<file path="config.mk">
export PLATFORM = sky130hd
export DESIGN_NAME = prompt_integrate_dump
export DESIGN_NICKNAME = d
export VERILOG_FILES = /design/src/rtl/prompt_integrate_dump.sv
export SDC_FILE = /design/constraint.sdc
export NUM_CORES = 1
export LEC_CHECK = 0
export ABC_CLOCK_PERIOD_IN_PS = 4100
export BUFFER_PORTS_ARGS = -buffer_cell sky130_fd_sc_hd__buf_2
export CAP_MARGIN = 15
export CORE_MARGIN = 5
export CORE_UTILIZATION = 40
export CTS_CLUSTER_SIZE = 40
export DETAILED_ROUTE_END_ITERATION = 12
export PLACE_DENSITY_LB_ADDON = 0.25
export SLEW_MARGIN = 5
export SYNTH_ARGS = -nofsm -noshare
export SYNTH_HDL_FRONTEND = slang
export SYNTH_SLANG_ARGS = --single-unit
</file>
<file path="constraint.sdc">
create_clock -name clk -period 4.1 [get_ports clk]
set_clock_uncertainty 0.05 [all_clocks]
set_input_delay 0 -clock clk [delete_from_list [all_inputs] [get_ports clk]]
set_output_delay 0 -clock clk [all_outputs]
set_load 0.02 [all_outputs]
</file>
<file path="src/rtl/prompt_integrate_dump.sv">
// Integrate-and-dump for one tracking channel: sums 1-bit prompt I/Q as +/-1 over a
// code epoch and holds the result for a valid/ready consumer, flagging overwrites.
module prompt_integrate_dump #(
   parameter int ACC_WIDTH = 16,
   parameter int CNT_WIDTH = 16
) (
   input  logic                 clk,
   input  logic                 reset,
   input  logic                 enable,
   input  logic                 sample_valid,
   input  logic                 prompt_i,
   input  logic                 prompt_q,
   input  logic                 epoch,
   input  logic                 dump_ready,
   input  logic                 clear_overrun,
   output logic                 dump_valid,
   output logic [ACC_WIDTH-1:0] dump_i,
   output logic [ACC_WIDTH-1:0] dump_q,
   output logic [CNT_WIDTH-1:0] dump_count,
   output logic                 overrun
);

   // Symmetric clamp limits, one bit wider than the accumulators so overflow is visible.
   localparam logic signed [ACC_WIDTH:0] ACC_MAX = {2'b00, {(ACC_WIDTH-1){1'b1}}};
   localparam logic signed [ACC_WIDTH:0] ACC_MIN = {2'b11, {(ACC_WIDTH-2){1'b0}}, 1'b1};
   localparam logic signed [ACC_WIDTH:0] ONE     = {{ACC_WIDTH{1'b0}}, 1'b1};

   logic [ACC_WIDTH-1:0] acc_i_q, acc_i_d, acc_q_q, acc_q_d;
   logic [CNT_WIDTH-1:0] count_q, count_d;
   logic [ACC_WIDTH-1:0] dump_i_q, dump_i_d, dump_q_q, dump_q_d;
   logic [CNT_WIDTH-1:0] dump_count_q, dump_count_d;
   logic                 dump_valid_q, dump_valid_d;
   logic                 overrun_q, overrun_d;

   logic                 active;
   logic                 dump_load;
   logic [ACC_WIDTH-1:0] sum_i, sum_q;
   logic [CNT_WIDTH-1:0] count_next;

   // A set prompt bit means -1, a clear bit +1.
   function automatic logic [ACC_WIDTH-1:0] sat_step(input logic [ACC_WIDTH-1:0] acc,
                                                     input logic active_in,
                                                     input logic bit_in);
      logic signed [ACC_WIDTH:0] wide;
      wide = $signed({acc[ACC_WIDTH-1], acc});
      if (active_in) begin
         wide = bit_in ? (wide - ONE) : (wide + ONE);
      end
      if (wide > ACC_MAX) begin
         wide = ACC_MAX;
      end else if (wide < ACC_MIN) begin
         wide = ACC_MIN;
      end
      return wide[ACC_WIDTH-1:0];
   endfunction

   always_comb begin
      active     = enable & sample_valid;
      dump_load  = enable & epoch;
      sum_i      = sat_step(acc_i_q, active, prompt_i);
      sum_q      = sat_step(acc_q_q, active, prompt_q);
      count_next = count_q;
      if (active && (count_q != {CNT_WIDTH{1'b1}})) begin
         count_next = count_q + CNT_WIDTH'(1);
      end
   end

   // The epoch cycle's own sample goes into the dump; the running sums restart at zero.
   always_comb begin
      acc_i_d = sum_i;
      acc_q_d = sum_q;
      count_d = count_next;
      if (!enable || epoch) begin
         acc_i_d = '0;
         acc_q_d = '0;
         count_d = '0;
      end
   end

   always_comb begin
      dump_i_d     = dump_i_q;
      dump_q_d     = dump_q_q;
      dump_count_d = dump_count_q;
      if (dump_load) begin
         dump_i_d     = sum_i;
         dump_q_d     = sum_q;
         dump_count_d = count_next;
      end
      dump_valid_d = dump_load | (dump_valid_q & ~dump_ready);
      overrun_d    = (dump_load & dump_valid_q & ~dump_ready) | (overrun_q & ~clear_overrun);
   end

   always_ff @(posedge clk or posedge reset) begin
      if (reset) begin
         acc_i_q      <= '0;
         acc_q_q      <= '0;
         count_q      <= '0;
         dump_i_q     <= '0;
         dump_q_q     <= '0;
         dump_count_q <= '0;
         dump_valid_q <= 1'b0;
         overrun_q    <= 1'b0;
      end else begin
         acc_i_q      <= acc_i_d;
         acc_q_q      <= acc_q_d;
         count_q      <= count_d;
         dump_i_q     <= dump_i_d;
         dump_q_q     <= dump_q_d;
         dump_count_q <= dump_count_d;
         dump_valid_q <= dump_valid_d;
         overrun_q    <= overrun_d;
      end
   end

   assign dump_valid = dump_valid_q;
   assign dump_i     = dump_i_q;
   assign dump_q     = dump_q_q;
   assign dump_count = dump_count_q;
   assign overrun    = overrun_q;

endmodule

</file>
* Yosys cells after proc, flatten, opt, wreduce, memory -nomap -nowiden
Cells that the tools add are included.
** Storage, ports and cells
- Flip-flop bits (word level) :: 98
- Input port bits :: 9
- Output and inout port bits :: 50
** Cells by class
- $add $sub $neg :: 5
- $lt $le $gt $ge :: 4
- Equal/unequal tests :: 1
- Mux-type cells :: 12
- Bitwise gates (word level) :: 10
- Reduce and logical (&&, ||, !) cells :: 3
** Operator list (count)
- $mux 16 :: 8
- $mux 17 :: 4
- $add 16x2->17 const B :: 2
- $gt 17x16->1 const B :: 2
- $lt 17x16->1 const B :: 2
- $sub 16x2->17 const B :: 2
- $add 16x1->16 const B :: 1
- $ne 16x16->1 const B :: 1
- $and 1x1->1 :: 6
- $not 1->1 :: 2
- $or 1x1->1 :: 2
- $logic_and 1x1->1 :: 1
- $logic_not 1->1 :: 1
- $logic_or 1x1->1 :: 1

* Depth between registers and ports, before layout
Gate-level depths: netlist (run 1).
- Depth in word-level cells :: 7
- Mapped depth :: 12
- Mapped depth without buffers :: 10

* Least setup slack after synthesis (run 1)
Ideal clock, no wire load.
- Kind :: reg2reg
- From :: register acc_q_q[0]
- To :: register acc_q_q[0]
- Setup time :: 82 ps
- Arrival time :: 2811 ps
- Slack :: 1157 ps
- Stages on the path, launching flop included :: 11
- Clock period less this slack :: 2943 ps
- Cells stage by stage :: dfrtp_1 > inv_1 > fa_1 > nor2b_4 > o211ai_4 > a2111oi_4 > o31a_1 > o31ai_1 > or4b_1 > or4_1 > a31oi_1
** Between the ends
- Cells in the longest elaborated chain, start to end :: 7
- Elaborated cells between the ends (all ways) :: 9
- Classes of those cells :: add/sub: 2; order compare: 2; mux: 5
** Ends and longest elaborated chain
- start: declaration :: line 28 : logic [ACC_WIDTH-1:0] acc_i_q, acc_i_d, acc_q_q, acc_q_d;
- start signal: assignment :: line 105 : acc_q_q <= acc_q_d;
- $add 16x2->17 or $sub 16x2->17 (tied branches) :: line 47 : wide = bit_in ? (wide - ONE) : (wide + ONE);
- $mux 17 :: line 47
- $mux 17 * :: line 46 : if (active_in) begin
- $lt 17x16->1 :: line 51 : end else if (wide < ACC_MIN) begin
- $mux 16 :: line 51
- $mux 16 * :: line 49 : if (wide > ACC_MAX) begin
- $mux 16 * :: line 73 : if (!enable || epoch) begin
- net acc_q_d[0] :: line 28
Mark *: on every way through the listed nets, which the timed path passes. The rest lies on a longest branch.
A chain may end at the register's enable or synchronous reset.

* Final worst setup path (run 1)
- From :: register acc_i_q[0]
- To :: register dump_i_q[4] (netlist: dump_i[4])
** Between the ends
- Cells in the longest elaborated chain, start to end :: 6
- Elaborated cells between the ends (all ways) :: 8
- Classes of those cells :: add/sub: 2; order compare: 2; mux: 4
** Ends and longest elaborated chain
- start: declaration :: line 28
- start signal: assignment :: line 104 : acc_i_q <= acc_i_d;
- $add 16x2->17 or $sub 16x2->17 (tied branches) :: line 47
- $mux 17 :: line 47
- $mux 17 * :: line 46
- $lt 17x16->1 :: line 51
- $mux 16 :: line 51
- $mux 16 * :: line 49
- end signal: assignment :: line 107 : dump_i_q <= dump_i_d;
- end: declaration :: line 30 : logic [ACC_WIDTH-1:0] dump_i_q, dump_i_d, dump_q_q, dump_q_d;
Mark *: on every way between the ends. The rest lies on a longest branch, timed or not.

==> results of run 1 <==
## through the flow
| stage | hold WS (ns) | total power [W] |
|---|---|---|
| 2_1_floorplan | 0.0490 | 0.00152 |
| 3_3_place_gp | 0.138 | 0.00169 |
| 3_5_place_dp | 0.145 | 0.00170 |
| 4_1_cts | 0.101 | 0.00257 |
| 5_1_grt | 0.135 | 0.00269 |
| 6_report | 0.104 | 0.00255 |
## sequential cells by signal, indices dropped and copies added, names as in the netlist
name and flops:
overrun 1, dump_valid 1, dump_i 16, dump_q 16, acc_q_q 16, count_q 16
acc_i_q 16, dump_count 16
## worst min path at each step
| stage | from | end | slack (ns) | cells past startpoint |
|---|---|---|---|---|
| global placement | clear_overrun | overrun$_DFF_PP0_ | 0.14 | 2 |
| detailed placement | clear_overrun | overrun$_DFF_PP0_ | 0.15 | 2 |
| finish | epoch | acc_q_q[6]$_DFF_PP0_ | 0.10 | 4 |
| global route | epoch | acc_q_q[12]$_DFF_PP0_ | 0.14 | 4 |
| CTS | epoch | acc_q_q[6]$_DFF_PP0_ | 0.10 | 4 |
| floorplan | clear_overrun | overrun$_DFF_PP0_ | 0.05 | 1 |
## where the power goes
part	total (W)	internal (W)	switching (W)
sequential	0.00108	0.00104	0.0000422
clock	0.000865	0.000480	0.000385
combinational	0.000605	0.000209	0.000397
## worst max-delay path, delay by kind of cell, from the launching register on
family                   cells  cell delay [ns]
adder cells (fa/ha/maj)      1             0.45
AO/OA/AOI/OAI                5             1.47
buffers and inverters        1             0.12
AND/OR/NAND/NOR              3             1.03
flip-flops                   1             0.49
## cells in the final DEF, fill, tap and decap left out, types with 9 or more instances in the layout
master,n
ha_1,31
nand4_1,13
a21o_1,12
a21oi_1,48
o21ai_0,55
a211oi_1,13
and2_1,10
xnor2_1,14
inv_1,25
nand2_1,89
nor2_1,71
buf_4,12
clkbuf_16,9
dfrtp_1,98
a31oi_1,9
buf_2,58
nor3_1,16
nand3_1,19
## Yosys cell counts (9+ instances only)
master | n | area (sq um)
inv_1 | 26 | 97.6
buf_2 | 9 | 45.0
nand2_1 | 91 | 342
clkbuf_1 | 19 | 71.3
nand4_1 | 13 | 81.3
ha_1 | 31 | 388
nor2_1 | 71 | 267
xnor2_1 | 14 | 123
a21oi_1 | 48 | 240
a31oi_1 | 9 | 56.3
o21ai_0 | 55 | 275
a21o_1 | 12 | 90.1
nor3_1 | 16 | 80.1
a211oi_1 | 13 | 97.6
dfrtp_1 | 98 | 2450
and2_1 | 10 | 62.6
nand3_1 | 19 | 95.1
## cell families (layout without fill, tap and decap cells)
kind of cell	after synthesis	count (layout)
multiplexers	8	8
adder cells (fa/ha/maj)	33	33
XOR/XNOR	22	22
flip-flops	98	98
buffers and inverters	64	116
AND/OR/NAND/NOR	266	266
AO/OA/AOI/OAI	217	217
## repair_timing
action                                  in CTS  in global routing
hold buffers                                 4                  0
endpoints found under the setup margin       0                  0
hold endpoints to repair                    72                  0
resized for setup                            0                  0
## per-layer routing
| layer | wire, microns | vias to the layer above | global-route usage, % |
|---|---|---|---|
| met5 | 0 | - | 0 |
| met4 | 214 | 0 | 4.81 |
| met3 | 764 | 14 | 3.17 |
| met2 | 7480 | 131 | 28.4 |
| met1 | 7710 | 2678 | 24.8 |
| li1 | - | 2672 | - |
## final cells by class
type,count,area (sq um),share of cell area (%)
Sequential cell,98,2450,34.8
Inverter,26,100,1.42
Clock buffer,9,225,3.19
Tap cell,211,264,3.74
Timing Repair Buffer,74,420,5.96
Multi-Input combinational cell,546,3510,49.8
Clock inverter,7,77.6,1.10
==> impl_metrics.toml, run 1 <==
[route]
drt-pass1-iter-count = 5
vias = 5495
wl_per_cell_microns = 16.7
drc = 0
via_per_inst = 5.66
wirelength_mm = 16.2
ant_nets = 0
drtIter0Drc = 394

[placed_design]
dpl_cell_area_sq_mm = 0.00671
pre_cts_slack_ns = 0.474
io_buffers = 58
dp.cells = 951
dp_hpwl_mm = 11.9
globalplace.congestion = 0.873

[global_route]
grt_pass1_vias = 5277
grt_overflow = 0
antenna_found_initial = 0
grt_pass1_wl_mm = 26.6
grt_max_degree = 72
grt_usage_pct = 17.7

[die]
ios = 59
core_sq_mm = 0.0153
fp-row-count = 45
die_area_sq_mm = 0.0182
die_y_microns = 135
start_util_pct = 40.9
fp.dieW_microns = 135

[setup_path]
crit_end = "dump_i[4]$_DFFE_PP0P_"
max_stage_delay_ns = 0.61
cp-startpoint = "acc_i_q[0]$_DFF_PP0_"
rr_startpoint = "acc_i_q[0]$_DFF_PP0_"
rr_worst_depth = 10
crit_chain = "inv_1 > fa_1 > nor2b_1 > o31ai_4 > a21oi_2 > a2111oi_2 > o311ai_1 > and3_1 > nor2_1 > a211oi_1"
path_max_fanout = 14
r2r_end = "dump_i[4]$_DFFE_PP0P_"
crit_arrival_ns = 3.90
ff2ff_setup_slack_ns = 0.40
setup.worst_path.end_class = "register"
startpoint_type = "register"
crit_type = "register to register"
cpMaxStageDelayCell = "o311ai_1"
worstPathRequired_ns = 4.30

[synthesis]
synth_edf_count = 0
ys_types = 79
syn_nets = 750
synthSimpleGateAreaFrac_pct = 20.8
synth-xor-area-share_pct = 3.09
synthAdderAreaFrac_pct = 6.86
async_flop_share_pct = 100
synth_top_family_by_area = "compound AO/OA/AOI/OAI gates"
yosys_warnings = 0
ys_seq_elements = 98
synth_compound_gate_area_share_pct = 24.1
synthCells = 708
synthMuxAreaShare_pct = 1.34
synth_top_flop_cell = "dfrtp_1"
synth_area_sq_mm = 0.00624
syn_avg_cell_area_sq_um = 8.81
synth-seq-area-share_pct = 39.3

[finish]
nFillCells = 1494
antenna_cells = 0
layoutNonFillerInstCount = 971
final_area_sq_mm = 0.00705
drive_gt1_share_pct = 15.4
final_nets = 797
area_delta_synth_final_pct = 13.0
final_core_util_pct = 46.2

[sta]
max_slew_margin_pct = 38.4
fmax_mhz = 270
timing.final.ws_setup_ns = 0.396
drv_slew = 0
tightestPinTransition_ns = 0.925
fin_setup_tns_ns = 0
hold_viol_final = 0
finalCriticalPeriod_ns = 3.70
rsz0062_at_grt = "false"
setup_violations = 0
timing.final.crit_share_pct = 90.3

[clock_tree]
clock_sinks = 98
clock_latency_ns = 0.34
clockRootBuffer = "clkbuf_16"
htreeDepth = 3
clk_pin_slew_worst_paths_ns = 0.07
cts_setup_buffers = 0
cts_buffers = 9
cts_tree = "done"
clockBufferDepth = 2

[worst_hold_path]
worstHoldPathType = "input port to register"

[pwr]
ir_worst_vdd_mv = 0.210
power.leakage_nw = 3.22
power.density_mw_per_mm2 = 361

[outcome]
status = "complete, no violations"

[run]
drv_cap = 0
Note: power is estimated with default switching activity, not from simulation.
==> inputs of run 2 (changes only) <==
- ABC_CLOCK_PERIOD_IN_PS: 4100 -> 4700
- clock period: 4.1 -> 4.7 ns (I/O delays scaled with it)
==> impl_metrics.toml, run 2 (synthesis results as in run 1) <==
[outcome]
status = "complete, no violations"

[die]
fp-row-count = 45
die_y_microns = 135
start_util_pct = 40.9
fp.dieW_microns = 135
ios = 59
die_area_sq_mm = 0.0182
core_sq_mm = 0.0153

[sta]
rsz0062_at_grt = "false"
tightestPinTransition_ns = 1.06
setup_violations = 0
fin_setup_tns_ns = 0
timing.final.crit_share_pct = 77.3
max_slew_margin_pct = 29.3
drv_slew = 0
fmax_mhz = 275
whs_ns = 0.112
finalCriticalPeriod_ns = 3.63
hold_viol_final = 0

[route]
vias = 5427
wirelength_mm = 16.0
drtIter0Drc = 317
ant_nets = 0
drc = 0
wl_per_cell_microns = 16.6
drt-pass1-iter-count = 5
via_per_inst = 5.63

[global_route]
gr-usage-met3_pct = 3.50
grt_overflow = 0
globalRouteMet1Util_pct = 24.3
grt_max_degree = 60
grt_usage_pct = 17.8
grt_pass1_vias = 5424
antenna_found_initial = 0
grt_pass1_wl_mm = 26.7
busiest_layer = "met2"
grt_use_met2_pct = 28.9

[setup_path]
startpoint_type = "register"
cp_top_family = "compound AO/OA/AOI/OAI gates"
crit_type = "register to register"
max_stage_delay_ns = 0.78
crit_buf_inv = 0
setup.worst_path.end_class = "register"
r2r_end = "acc_i_q[11]$_DFF_PP0_"
crit_arrival_ns = 3.82
crit_chain = "ha_1 > a21oi_1 > and2_1 > a21oi_2 > a2111oi_2 > o311ai_1 > o2bb2ai_2 > o311ai_2 > o21ba_2"
ff2ff_setup_slack_ns = 1.07
rr_worst_depth = 9
rr_startpoint = "acc_i_q[5]$_DFF_PP0_"
cpMaxStageDelayCell = "o311ai_2"
path_max_fanout = 12
worstPathRequired_ns = 4.89

[finish]
final_cell_mix = "98 x dfrtp_1, 89 x nand2_1, 71 x nor2_1"
antenna_cells = 0
final_common_cell = "dfrtp_1"
drive_gt1_share_pct = 14.6
nFillCells = 1464
final_nets = 790
area_delta_synth_final_pct = 12.1

[clock_tree]
clock_sinks = 98
htreeDepth = 3
clock_latency_ns = 0.35
clockRootBuffer = "clkbuf_16"
cts_setup_buffers = 0
cts_tree = "done"
clockBufferDepth = 2
cts_buffers = 9
clk_pin_slew_worst_paths_ns = 0.07
ctsResizeCount = 0

[run]
drv_cap = 0

[worst_hold_path]
hold_end = "dump_valid$_DFF_PP0_"
worstHoldPathType = "input port to register"
hold_depth = 3
hp-start = "epoch"

[pwr]
power.leakage_nw = 3.18
ir_worst_vdd_mv = 0.207
power.density_mw_per_mm2 = 318

[placed_design]
dp_hpwl_mm = 11.6
io_buffers = 58
globalplace.congestion = 0.924
-- run 2: cell count changes in the layout (fill, tap and decap cells not counted) --
cell / before / now
clkinv_4: 2 / 0
inv_6: 1 / 4
inv_8: 1 / 0
buf_4: 12 / 5
-- run 2: worst max-delay path by stage --
stage	from	cells past startpoint	end
2_1_floorplan	acc_q_q[0]$_DFF_PP0_	10	acc_q_q[0]$_DFF_PP0_
3_3_place_gp	acc_q_q[0]$_DFF_PP0_	9	acc_q_q[2]$_DFF_PP0_
3_5_place_dp	acc_i_q[8]$_DFF_PP0_	9	acc_i_q[11]$_DFF_PP0_
4_1_cts	acc_i_q[8]$_DFF_PP0_	9	acc_i_q[11]$_DFF_PP0_
5_1_grt	acc_i_q[8]$_DFF_PP0_	9	acc_i_q[11]$_DFF_PP0_
6_report	acc_i_q[5]$_DFF_PP0_	9	acc_i_q[11]$_DFF_PP0_
-- run 2: where the power goes --
part	switching (W)	internal, W
logic	0.000343	0.000177
registers	0.0000367	0.000904
clock network	0.000343	0.000419
total	0.000723	0.00150
-- run 2: area by class of cell --
type                       count  area [sq um]  area share [%]
multi-input combinational    546          3510            50.2
sequential                    98          2450            35.1
timing repair buffer          67           368            5.26
tap                          211           264            3.77
clock buffer                   9           225            3.22
inverter                      26           100            1.43
clock inverter                 7          75.1            1.07
-- run 2: layer usage --
layer	routed length [microns]	up-vias
met1	7530	2635
met3	722	16
li1	-	2658
met5	0	-
met4	212	0
met2	7550	118
-- run 2: per-stage QoR --
step                total power (W)  utilization (%)  instances  area (sq um)  setup WS (ns)
floorplan                   0.00132                -        708          6240           1.76
global placement            0.00146             43.6        944          6660           1.18
detailed placement          0.00147             43.6        944          6660           1.12
CTS                         0.00224             45.8        964          7000           1.11
global route                0.00234             45.8        964          7000          0.761
finish                      0.00222             45.8        964          7000           1.07
-- run 2: worst min-delay path: cells and delay by family --
family                 cells  cell delay (ns)
and+or+nand+nor            2             0.35
buffers and inverters      1             0.11
-- run 2: what timing repair did --
action | in CTS | in global routing
hold endpoints to repair | 41 | 0
setup endpoints to repair | 0 | 0
hold buffers | 4 | 0
==> inputs of run 3 (changes only) <==
- ABC_CLOCK_PERIOD_IN_PS: 4700 -> 3800
- clock period: 4.7 -> 3.8 ns (I/O delays scaled with it)
==> impl_metrics.toml, run 3 (synthesis results as in run 1) <==
[outcome]
status = "complete, no violations"

[route]
via_per_inst = 5.69
drtIter0Drc = 348
vias = 5532
drt-pass1-iter-count = 5
wl_per_cell_microns = 16.7
drc = 0
ant_nets = 0
wirelength_mm = 16.2

[clock_tree]
clockRootBuffer = "clkbuf_16"
htreeDepth = 3
clock_sinks = 98
clk_pin_slew_worst_paths_ns = 0.07
clockBufferDepth = 2
clock_latency_ns = 0.34
cts_buffers = 9
cts_tree = "done"
cts_setup_buffers = 0

[die]
fp-row-count = 45
ios = 59
core_sq_mm = 0.0153
die_area_sq_mm = 0.0182
start_util_pct = 40.9
die_y_microns = 135
fp.dieW_microns = 135

[pwr]
ir_worst_vdd_mv = 0.260
power.density_mw_per_mm2 = 381
power.leakage_nw = 3.20

[setup_path]
crit_type = "register to register"
path_max_fanout = 11
setup.worst_path.end_class = "register"
rr_worst_depth = 10
crit_arrival_ns = 3.79
rr_startpoint = "acc_i_q[0]$_DFF_PP0_"
startpoint_type = "register"
r2r_end = "dump_i[9]$_DFFE_PP0P_"
ff2ff_setup_slack_ns = 0.22
worstPathRequired_ns = 4.01

[placed_design]
dpl_cell_area_sq_mm = 0.00672
globalplace.congestion = 0.879
io_buffers = 58
dp.cells = 952
dp_hpwl_mm = 12.0
pre_cts_slack_ns = 0.284

[sta]
max_slew_margin_pct = 31.4
tightestPinTransition_ns = 1.03
rsz0062_at_grt = "false"
fin_setup_tns_ns = 0
timing.final.ws_setup_ns = 0.224
hold_viol_final = 0
timing.final.crit_share_pct = 94.1
whs_ns = 0.0801
finalCriticalPeriod_ns = 3.58
drv_slew = 0
fmax_mhz = 280
setup_violations = 0

[global_route]
grt_pass1_vias = 5552
gr-usage-met3_pct = 3.76
grt_overflow = 0
grt_usage_pct = 18.2
grt_pass1_wl_mm = 27.2
grt_use_met2_pct = 29.7
antenna_found_initial = 0
busiest_layer = "met2"
globalRouteMet1Util_pct = 24.2
grt_max_degree = 73

[worst_hold_path]
worstHoldPathType = "input port to register"
hp-start = "epoch"
hold_depth = 3
hold_end = "dump_valid$_DFF_PP0_"

[finish]
antenna_cells = 0
final_cell_mix = "98 x dfrtp_1, 89 x nand2_1, 71 x nor2_1"
layoutNonFillerInstCount = 972
final_nets = 798
area_delta_synth_final_pct = 12.7
final_common_cell = "dfrtp_1"
final_area_sq_mm = 0.00703
drive_gt1_share_pct = 15.4

[run]
drv_cap = 0
run 3: changes by cell type in the layout (fill, tap and decap cells not counted), sizes merged:
cell	before	now
clkinv	2	3
inv	30	27
bufinv	1	0
buf	63	71
clkinvlp	0	2
clkbuf	9	10
run 3: layout make-up:
class,count,area [sq um]
multi-input cells,546,3510
fillers,1490,8230
flip-flops and latches,98,2450
well taps,211,264
repair buffers,75,428
clock buffers,10,229
inverters,26,100
clock inverters,6,42.5
run 3: report_power, final:
group | total (W) | internal [W] | leakage [nW] | switching [W]
Combinational | 0.000653 | 0.000226 | 1.75 | 0.000427
Sequential | 0.00116 | 0.00112 | 1.31 | 0.0000461
Clock | 0.000860 | 0.000446 | 0.129 | 0.000414
Total | 0.00268 | 0.00179 | 3.20 | 0.000887
run 3: worst max-delay path, stage by stage (launching register included):
cell	delay (ns)
dfrtp_1	0.44
inv_1	0.11
fa_1	0.44
nor2b_1	0.26
o31ai_4	0.12
a21oi_2	0.27
a2111oi_2	0.15
o311ai_1	0.59
nand3_1	0.56
and3_1	0.39
nor3_1	0.12
run 3: what timing repair did:
item / CTS / global route
endpoints found under the hold margin: 73 / 0
resized for setup: 0 / 1
hold buffers: 4 / 0
setup endpoints to repair: 0 / 2
run 3: metal layers:
layer | up-vias | wire length [microns]
met3 | 27 | 801
met5 | - | 0
met1 | 2695 | 7380
met4 | 0 | 280
met2 | 143 | 7760
li1 | 2667 | -
run 3: metrics by stage:
step | util [%] | total power, W
after floorplan | - | 0.00164
after global placement | 44.0 | 0.00182
after detailed placement | 44.0 | 0.00183
after CTS | 46.1 | 0.00270
after global routing | 46.1 | 0.00282
final | 46.1 | 0.00268
run 3: worst max-delay path by stage:
| stage | slack (ns) | startpoint | depth (start not counted) | endpoint |
|---|---|---|---|---|
| after floorplan | 0.86 | acc_q_q[0]$_DFF_PP0_ | 10 | acc_q_q[0]$_DFF_PP0_ |
| after detailed placement | 0.28 | acc_i_q[0]$_DFF_PP0_ | 10 | dump_i[9]$_DFFE_PP0P_ |
| after CTS | 0.25 | acc_i_q[0]$_DFF_PP0_ | 10 | dump_i[9]$_DFFE_PP0P_ |
| after global placement | 0.37 | acc_q_q[0]$_DFF_PP0_ | 10 | acc_q_q[0]$_DFF_PP0_ |
| final | 0.22 | acc_i_q[0]$_DFF_PP0_ | 10 | dump_i[9]$_DFFE_PP0P_ |
| after global routing | 0.02 | acc_i_q[0]$_DFF_PP0_ | 10 | dump_i[4]$_DFFE_PP0P_ |
